## src/rtl/tjmono2_rx_eye_scan.sv

```systemverilog
// Eye-scan calibration sequencer for the TJ-Monopix2 receiver: sweeps every (edge, tap) setting
// and parks the receiver at the centre of the widest error-free run. Optional map: TJMONO2_EYE_SCAN_MAP_EN.
module tjmono2_rx_eye_scan #(
  parameter int SETTLE_CYCLES = 64,
  parameter int LOCK_TIMEOUT  = 4096,
  parameter int TEST_CYCLES   = 65536,
  parameter int CNT_W         = 17
) (
  input  logic        BUS_CLK,
  input  logic        BUS_RST,
  input  logic        START,
  input  logic        RX_READY,
  input  logic        DECODER_ERR,
  output logic        RX_RST,
  output logic [4:0]  CONF_RX_DATA_DLY,
  output logic        CONF_SAMPLING_EDGE,
  output logic        BUSY,
  output logic        DONE,
  output logic        FAIL,
  output logic [4:0]  BEST_DLY,
  output logic        BEST_EDGE,
  output logic [5:0]  EYE_WIDTH
`ifdef TJMONO2_EYE_SCAN_MAP_EN
  , output logic [63:0] EYE_MAP
`endif
);

  typedef enum logic [2:0] {
    ST_IDLE, ST_APPLY, ST_SETTLE, ST_LOCK, ST_TEST, ST_EVAL, ST_FINAL, ST_DONE
  } state_t;

  localparam logic [CNT_W-1:0] SETTLE_LAST = CNT_W'(SETTLE_CYCLES - 1);
  localparam logic [CNT_W-1:0] LOCK_LAST   = CNT_W'(LOCK_TIMEOUT - 1);
  localparam logic [CNT_W-1:0] TEST_LAST   = CNT_W'(TEST_CYCLES - 1);

  state_t           state_q, state_d;
  logic [CNT_W-1:0] cnt_q, cnt_d;
  logic             edge_q, edge_d;
  logic [4:0]       tap_q, tap_d;
  logic             tap_fail_q, tap_fail_d;
  logic [4:0]       cur_start_q, cur_start_d;
  logic [5:0]       cur_len_q, cur_len_d;
  logic [4:0]       run_start_q, run_start_d;
  logic [5:0]       run_len_q, run_len_d;
  logic             run_edge_q, run_edge_d;
  logic             rx_rst_q, rx_rst_d;
  logic [4:0]       conf_dly_q, conf_dly_d;
  logic             conf_edge_q, conf_edge_d;
  logic             busy_q, busy_d;
  logic             done_q, done_d;
  logic             fail_q, fail_d;
  logic [4:0]       best_dly_q, best_dly_d;
  logic             best_edge_q, best_edge_d;
  logic [5:0]       eye_width_q, eye_width_d;
  logic [5:0]       new_len_s;
  logic [4:0]       new_start_s;
`ifdef TJMONO2_EYE_SCAN_MAP_EN
  logic [63:0]      eye_map_q, eye_map_d;
`endif

  always_comb begin
    state_d     = state_q;
    cnt_d       = cnt_q;
    edge_d      = edge_q;
    tap_d       = tap_q;
    tap_fail_d  = tap_fail_q;
    cur_start_d = cur_start_q;
    cur_len_d   = cur_len_q;
    run_start_d = run_start_q;
    run_len_d   = run_len_q;
    run_edge_d  = run_edge_q;
    rx_rst_d    = 1'b0;
    conf_dly_d  = conf_dly_q;
    conf_edge_d = conf_edge_q;
    busy_d      = busy_q;
    done_d      = done_q;
    fail_d      = fail_q;
    best_dly_d  = best_dly_q;
    best_edge_d = best_edge_q;
    eye_width_d = eye_width_q;
    new_len_s   = cur_len_q + 6'd1;
    new_start_s = (cur_len_q == 6'd0) ? tap_q : cur_start_q;
`ifdef TJMONO2_EYE_SCAN_MAP_EN
    eye_map_d   = eye_map_q;
`endif
    case (state_q)
      ST_IDLE, ST_DONE: begin
        if (START) begin
          state_d     = ST_APPLY;
          busy_d      = 1'b1;
          done_d      = 1'b0;
          fail_d      = 1'b0;
          edge_d      = 1'b0;
          tap_d       = 5'd0;
          cur_start_d = 5'd0;
          cur_len_d   = 6'd0;
          run_start_d = 5'd0;
          run_len_d   = 6'd0;
          run_edge_d  = 1'b0;
          rx_rst_d    = 1'b1;
          conf_dly_d  = 5'd0;
          conf_edge_d = 1'b0;
`ifdef TJMONO2_EYE_SCAN_MAP_EN
          eye_map_d   = 64'd0;
`endif
        end else begin
          state_d = state_q;
        end
      end
      ST_APPLY: begin
        state_d = ST_SETTLE;
        cnt_d   = '0;
      end
      ST_SETTLE: begin
        if (cnt_q == SETTLE_LAST) begin
          state_d = ST_LOCK;
          cnt_d   = '0;
        end else begin
          cnt_d = cnt_q + CNT_W'(1);
        end
      end
      ST_LOCK: begin
        if (RX_READY) begin
          state_d    = ST_TEST;
          cnt_d      = '0;
          tap_fail_d = 1'b0;
        end else if (cnt_q == LOCK_LAST) begin
          state_d    = ST_EVAL;
          tap_fail_d = 1'b1;
        end else begin
          cnt_d = cnt_q + CNT_W'(1);
        end
      end
      ST_TEST: begin
        // Losing lock fails the tap and abandons the rest of the window.
        if (DECODER_ERR || !RX_READY) begin
          tap_fail_d = 1'b1;
        end else begin
          tap_fail_d = tap_fail_q;
        end
        if (!RX_READY || cnt_q == TEST_LAST) begin
          state_d = ST_EVAL;
        end else begin
          cnt_d = cnt_q + CNT_W'(1);
        end
      end
      ST_EVAL: begin
        if (!tap_fail_q) begin
          cur_len_d   = new_len_s;
          cur_start_d = new_start_s;
          if (new_len_s > run_len_q) begin
            run_len_d   = new_len_s;
            run_start_d = new_start_s;
            run_edge_d  = edge_q;
          end else begin
            run_len_d = run_len_q;
          end
        end else begin
          cur_len_d = 6'd0;
        end
`ifdef TJMONO2_EYE_SCAN_MAP_EN
        eye_map_d[{edge_q, tap_q}] = ~tap_fail_q;
`endif
        if (tap_q != 5'd31) begin
          state_d     = ST_APPLY;
          tap_d       = tap_q + 5'd1;
          rx_rst_d    = 1'b1;
          conf_dly_d  = tap_q + 5'd1;
          conf_edge_d = edge_q;
        end else if (!edge_q) begin
          // Runs never span the two sampling edges.
          state_d     = ST_APPLY;
          edge_d      = 1'b1;
          tap_d       = 5'd0;
          cur_len_d   = 6'd0;
          rx_rst_d    = 1'b1;
          conf_dly_d  = 5'd0;
          conf_edge_d = 1'b1;
        end else begin
          state_d = ST_FINAL;
        end
      end
      ST_FINAL: begin
        state_d  = ST_DONE;
        rx_rst_d = 1'b1;
        busy_d   = 1'b0;
        done_d   = 1'b1;
        if (run_len_q != 6'd0) begin
          best_dly_d  = run_start_q + 5'((run_len_q - 6'd1) >> 1);
          best_edge_d = run_edge_q;
          eye_width_d = run_len_q;
          fail_d      = 1'b0;
        end else begin
          best_dly_d  = 5'd2;
          best_edge_d = 1'b1;
          eye_width_d = 6'd0;
          fail_d      = 1'b1;
        end
        conf_dly_d  = (run_len_q != 6'd0) ? run_start_q + 5'((run_len_q - 6'd1) >> 1) : 5'd2;
        conf_edge_d = (run_len_q != 6'd0) ? run_edge_q : 1'b1;
      end
      default: begin
        state_d = ST_IDLE;
      end
    endcase
  end

  always_ff @(posedge BUS_CLK) begin
    if (BUS_RST) begin
      state_q     <= ST_IDLE;
      cnt_q       <= '0;
      edge_q      <= 1'b0;
      tap_q       <= 5'd0;
      tap_fail_q  <= 1'b0;
      cur_start_q <= 5'd0;
      cur_len_q   <= 6'd0;
      run_start_q <= 5'd0;
      run_len_q   <= 6'd0;
      run_edge_q  <= 1'b0;
      rx_rst_q    <= 1'b0;
      conf_dly_q  <= 5'd2;
      conf_edge_q <= 1'b1;
      busy_q      <= 1'b0;
      done_q      <= 1'b0;
      fail_q      <= 1'b0;
      best_dly_q  <= 5'd2;
      best_edge_q <= 1'b1;
      eye_width_q <= 6'd0;
`ifdef TJMONO2_EYE_SCAN_MAP_EN
      eye_map_q   <= 64'd0;
`endif
    end else begin
      state_q     <= state_d;
      cnt_q       <= cnt_d;
      edge_q      <= edge_d;
      tap_q       <= tap_d;
      tap_fail_q  <= tap_fail_d;
      cur_start_q <= cur_start_d;
      cur_len_q   <= cur_len_d;
      run_start_q <= run_start_d;
      run_len_q   <= run_len_d;
      run_edge_q  <= run_edge_d;
      rx_rst_q    <= rx_rst_d;
      conf_dly_q  <= conf_dly_d;
      conf_edge_q <= conf_edge_d;
      busy_q      <= busy_d;
      done_q      <= done_d;
      fail_q      <= fail_d;
      best_dly_q  <= best_dly_d;
      best_edge_q <= best_edge_d;
      eye_width_q <= eye_width_d;
`ifdef TJMONO2_EYE_SCAN_MAP_EN
      eye_map_q   <= eye_map_d;
`endif
    end
  end

  assign RX_RST             = rx_rst_q;
  assign CONF_RX_DATA_DLY   = conf_dly_q;
  assign CONF_SAMPLING_EDGE = conf_edge_q;
  assign BUSY               = busy_q;
  assign DONE               = done_q;
  assign FAIL               = fail_q;
  assign BEST_DLY           = best_dly_q;
  assign BEST_EDGE          = best_edge_q;
  assign EYE_WIDTH          = eye_width_q;
`ifdef TJMONO2_EYE_SCAN_MAP_EN
  assign EYE_MAP            = eye_map_q;
`endif

endmodule

```

## config.mk

```make
export PLATFORM = sky130hd
export DESIGN_NAME = tjmono2_rx_eye_scan
export DESIGN_NICKNAME = d
export VERILOG_FILES = /design/src/rtl/tjmono2_rx_eye_scan.sv
export SDC_FILE = /design/constraint.sdc
export NUM_CORES = 1
export LEC_CHECK = 0
export ABC_AREA = 1
export CORE_UTILIZATION = 59
export DETAILED_ROUTE_END_ITERATION = 10
export HOLD_SLACK_MARGIN = 0.02
export PLACE_DENSITY = 0.84
export SETUP_SLACK_MARGIN = 0.05
export SLEW_MARGIN = 20
export SYNTH_ARGS = -nofsm -noshare
export SYNTH_HDL_FRONTEND = slang
export SYNTH_SLANG_ARGS = --single-unit
```

## constraint.sdc

```tcl
create_clock -name BUS_CLK -period 2.85 [get_ports BUS_CLK]
set_input_delay 0.285 -clock BUS_CLK [delete_from_list [all_inputs] [get_ports BUS_CLK]]
set_output_delay 0.285 -clock BUS_CLK [all_outputs]
set_load 0.005 [all_outputs]
```

==> impl_metrics.toml <==
[floorplanning]
row_count = 29
io_pins = 27
dieWidth_um = 84.0
coreArea_um2 = 6420
fp.dieArea_um2 = 7060
start_util = 0.618
die_h_um = 84.0

[power_and_ir_drop]
p_comb_frac = 0.479
seq_power_share = 0.327
switching_share = 0.452
p_per_area_nw_per_um2 = 892
p_total_w = 0.00405
clkPwrFrac = 0.195
p_leak_nw = 1.91
peakVddDrop_v = 0.000548
internal_power_w = 0.00222
power_switching_w = 0.00183

[critical_path]
crit_path_start_kind = "register"
arrival_ns = 2.79
required_ns = 3.10
crit_path_end_kind = "register"
crit_type = "register to register"
cp_max_fo = 18

[finish]
area_growth_pct = 14.3
antenna_cells = 0
final_cells = 717
final_nets = 659
drive_gt1_frac = 0.0703

[clock_tree]
clockRootBuffer = "clkbuf_8"
cts_tree = "built"
path_clk_slew_ns = 0.08
clock_path_buffers = 2
cts_buffers = 9
hold_buffers = 0
cts_max_level = 3
insertion_delay_ns = 0.36
cts_sinks = 72

[logic_synthesis]
ys_seq_area_frac = 0.363
synth_ff_type = "dfxtp_1"
synthTopCellsByCount = "nand2_1, nor2_1, dfxtp_1, inv_1, a21oi_1"
yosysUniqueCellTypes = 33
synth-edff-count = 0
synthArstFlopShare = 0
synth_top_area_cell = "dfxtp_1"
syn_nets = 629
syn-cell-area_um2 = 3970
syn_inst = 605
yosys_warnings = 0
avgSynthCellArea_um2 = 6.56
synth_seq_cells = 72
yosysMostFrequentCell = "nand2_1"
synth_top_area_frac = 0.363
synth_area_leaders = "dfxtp_1, nand2_1, nor2_1"

[route]
postRouteAntennaNets = 0
route.detailed.drc = 0
vias = 4017
dr.first_iter.drc_count = 216
vias_per_cell = 5.60
routed_wl_um = 10200
firstDrtPassIters = 5
wl_per_cell_um = 14.2

[run_status]
status = "completed"

[global_route]
grt_usage = 0.304
grt_pass1_vias = 3772
grt_max_degree = 37
overflow = 0
grt_first_pass_wirelength_um = 17000
antenna_found_initial = 0

[timing]
finalSetupViolations = 0
min_period_ns = 2.54
drv_slew = 0
worst_pin_slew_ns = 0.574
rsz0062_at_grt = "no"
fmax_mhz = 394
finalHoldViolations = 0
fin_skew_ns = 0.00746
slew_headroom = 0.615
post-route-period-util = 0.891
setup_tns_ns = 0

[placement]
place_hpwl_um = 7170
gp_congestion = 0.921
dpl.cell_count = 700
port_buffers = 26

[run]
cap_violations = 0

[min_path]
min_path_type = "register to register"
[final timing paths]
kind | from | end | slack [ns] | cells after the start
min reg2reg | cur_start_q[4] | cur_start_q[4] | 0.46 | 2
max | cur_len_q[0] | run_start_q[2] | 0.31 | 15
max reg2reg | cur_len_q[0] | run_start_q[2] | 0.31 | 15
min | cur_start_q[4] | cur_start_q[4] | 0.46 | 2
[flip-flops by register name, summed over array words and instances, names as in the netlist, 3 cells and up]
signal / count
cur_len_q: 6
cnt_q: 17
run_len_q: 6
EYE_WIDTH: 6
state_q: 3
run_start_q: 5
CONF_RX_DATA_DLY: 5
tap_q: 5
cur_start_q: 5
BEST_DLY: 5
[per-layer routing]
metal,track usage,up-vias,part of all wire
met3,0.0841,34,0.053
met1,0.345,1874,0.42
met5,0,-,0
li1,-,1989,-
met4,0.149,0,0.028
met2,0.526,120,0.50
[area by class of cell]
cell class | instances | area [µm²]
multi-input cells | 449 | 2210
fillers | 558 | 1890
flip-flops and latches | 72 | 1450
repair buffers | 34 | 333
inverters | 69 | 262
clock buffers | 11 | 151
well taps | 77 | 96.3
clock inverters | 5 | 40.0
[worst max-delay path, stage by stage (launching register included)]
cell	delay [ns]
dfxtp_1	0.46
ha_1	0.23
nand3_1	0.09
xor2_1	0.14
inv_1	0.09
ha_1	0.28
nand2_1	0.07
nor2_1	0.19
o21ai_0	0.13
nand3_1	0.11
nand2_1	0.12
a21oi_4	0.19
buf_12	0.16
nand2_1	0.05
nand2_1	0.07
nor2_1	0.05
[kinds of logic after synthesis]
family | after synthesis | synth area share
and+or+nand+nor | 327 | 0.339
xor gates and xnor gates | 11 | 0.0243
adders and majority gates | 19 | 0.0618
DFF | 72 | 0.363
buffers and inverters | 84 | 0.0835
AOI/OAI and AO/OA | 92 | 0.129
[what timing repair did]
action,CTS,global route
endpoints found under the setup margin,0,18
resized for setup,0,10
buffers inserted,0,1
[metrics by stage]
step / utilization / hold slack (ns) / cell area (µm²) / setup slack [ns]
floorplan: - / 0.434 / 3970 / 0.624
global placement: 0.671 / 0.447 / 4310 / 0.312
detailed placement: 0.671 / 0.452 / 4310 / 0.257
CTS: 0.700 / 0.463 / 4500 / 0.245
global route: 0.706 / 0.481 / 4540 / 0.0435
finish: 0.706 / 0.461 / 4540 / 0.310
[power groups by stage]
stage	clock [W]	combinational (W)	sequential, W
finish	0.000787	0.00194	0.00132
detailed placement	0	0.00183	0.00134
global placement	0	0.00178	0.00133
floorplan	0	0.00140	0.00130
global route	0.000834	0.00219	0.00135
CTS	0.000789	0.00186	0.00132
[placed cells by master (no fill, tap or decap), types with 2 or more instances in the layout]
cell | synthesis | routed
nand3_1 | 35 | 35
clkdlybuf4s50_1 | 0 | 26
or2_2 | 4 | 4
dfxtp_2 | 0 | 3
a21oi_1 | 47 | 47
o21ai_1 | 1 | 2
nand4_1 | 12 | 12
nor2_2 | 2 | 3
inv_1 | 64 | 64
o21a_1 | 2 | 2
a31oi_1 | 2 | 2
inv_2 | 3 | 2
clkinvlp_4 | 0 | 3
a211oi_1 | 4 | 4
nand2_1 | 162 | 162
o21ai_0 | 27 | 26
clkinv_1 | 2 | 2
o211ai_1 | 2 | 2
ha_1 | 18 | 17
xor2_1 | 9 | 9
nand2_2 | 2 | 2
clkbuf_8 | 0 | 11
nor2_1 | 103 | 101
nor3_1 | 3 | 3
o21bai_1 | 5 | 5
dfxtp_1 | 72 | 69
xnor2_1 | 2 | 2
buf_4 | 2 | 7
Note: power is estimated with default switching activity, not from simulation.
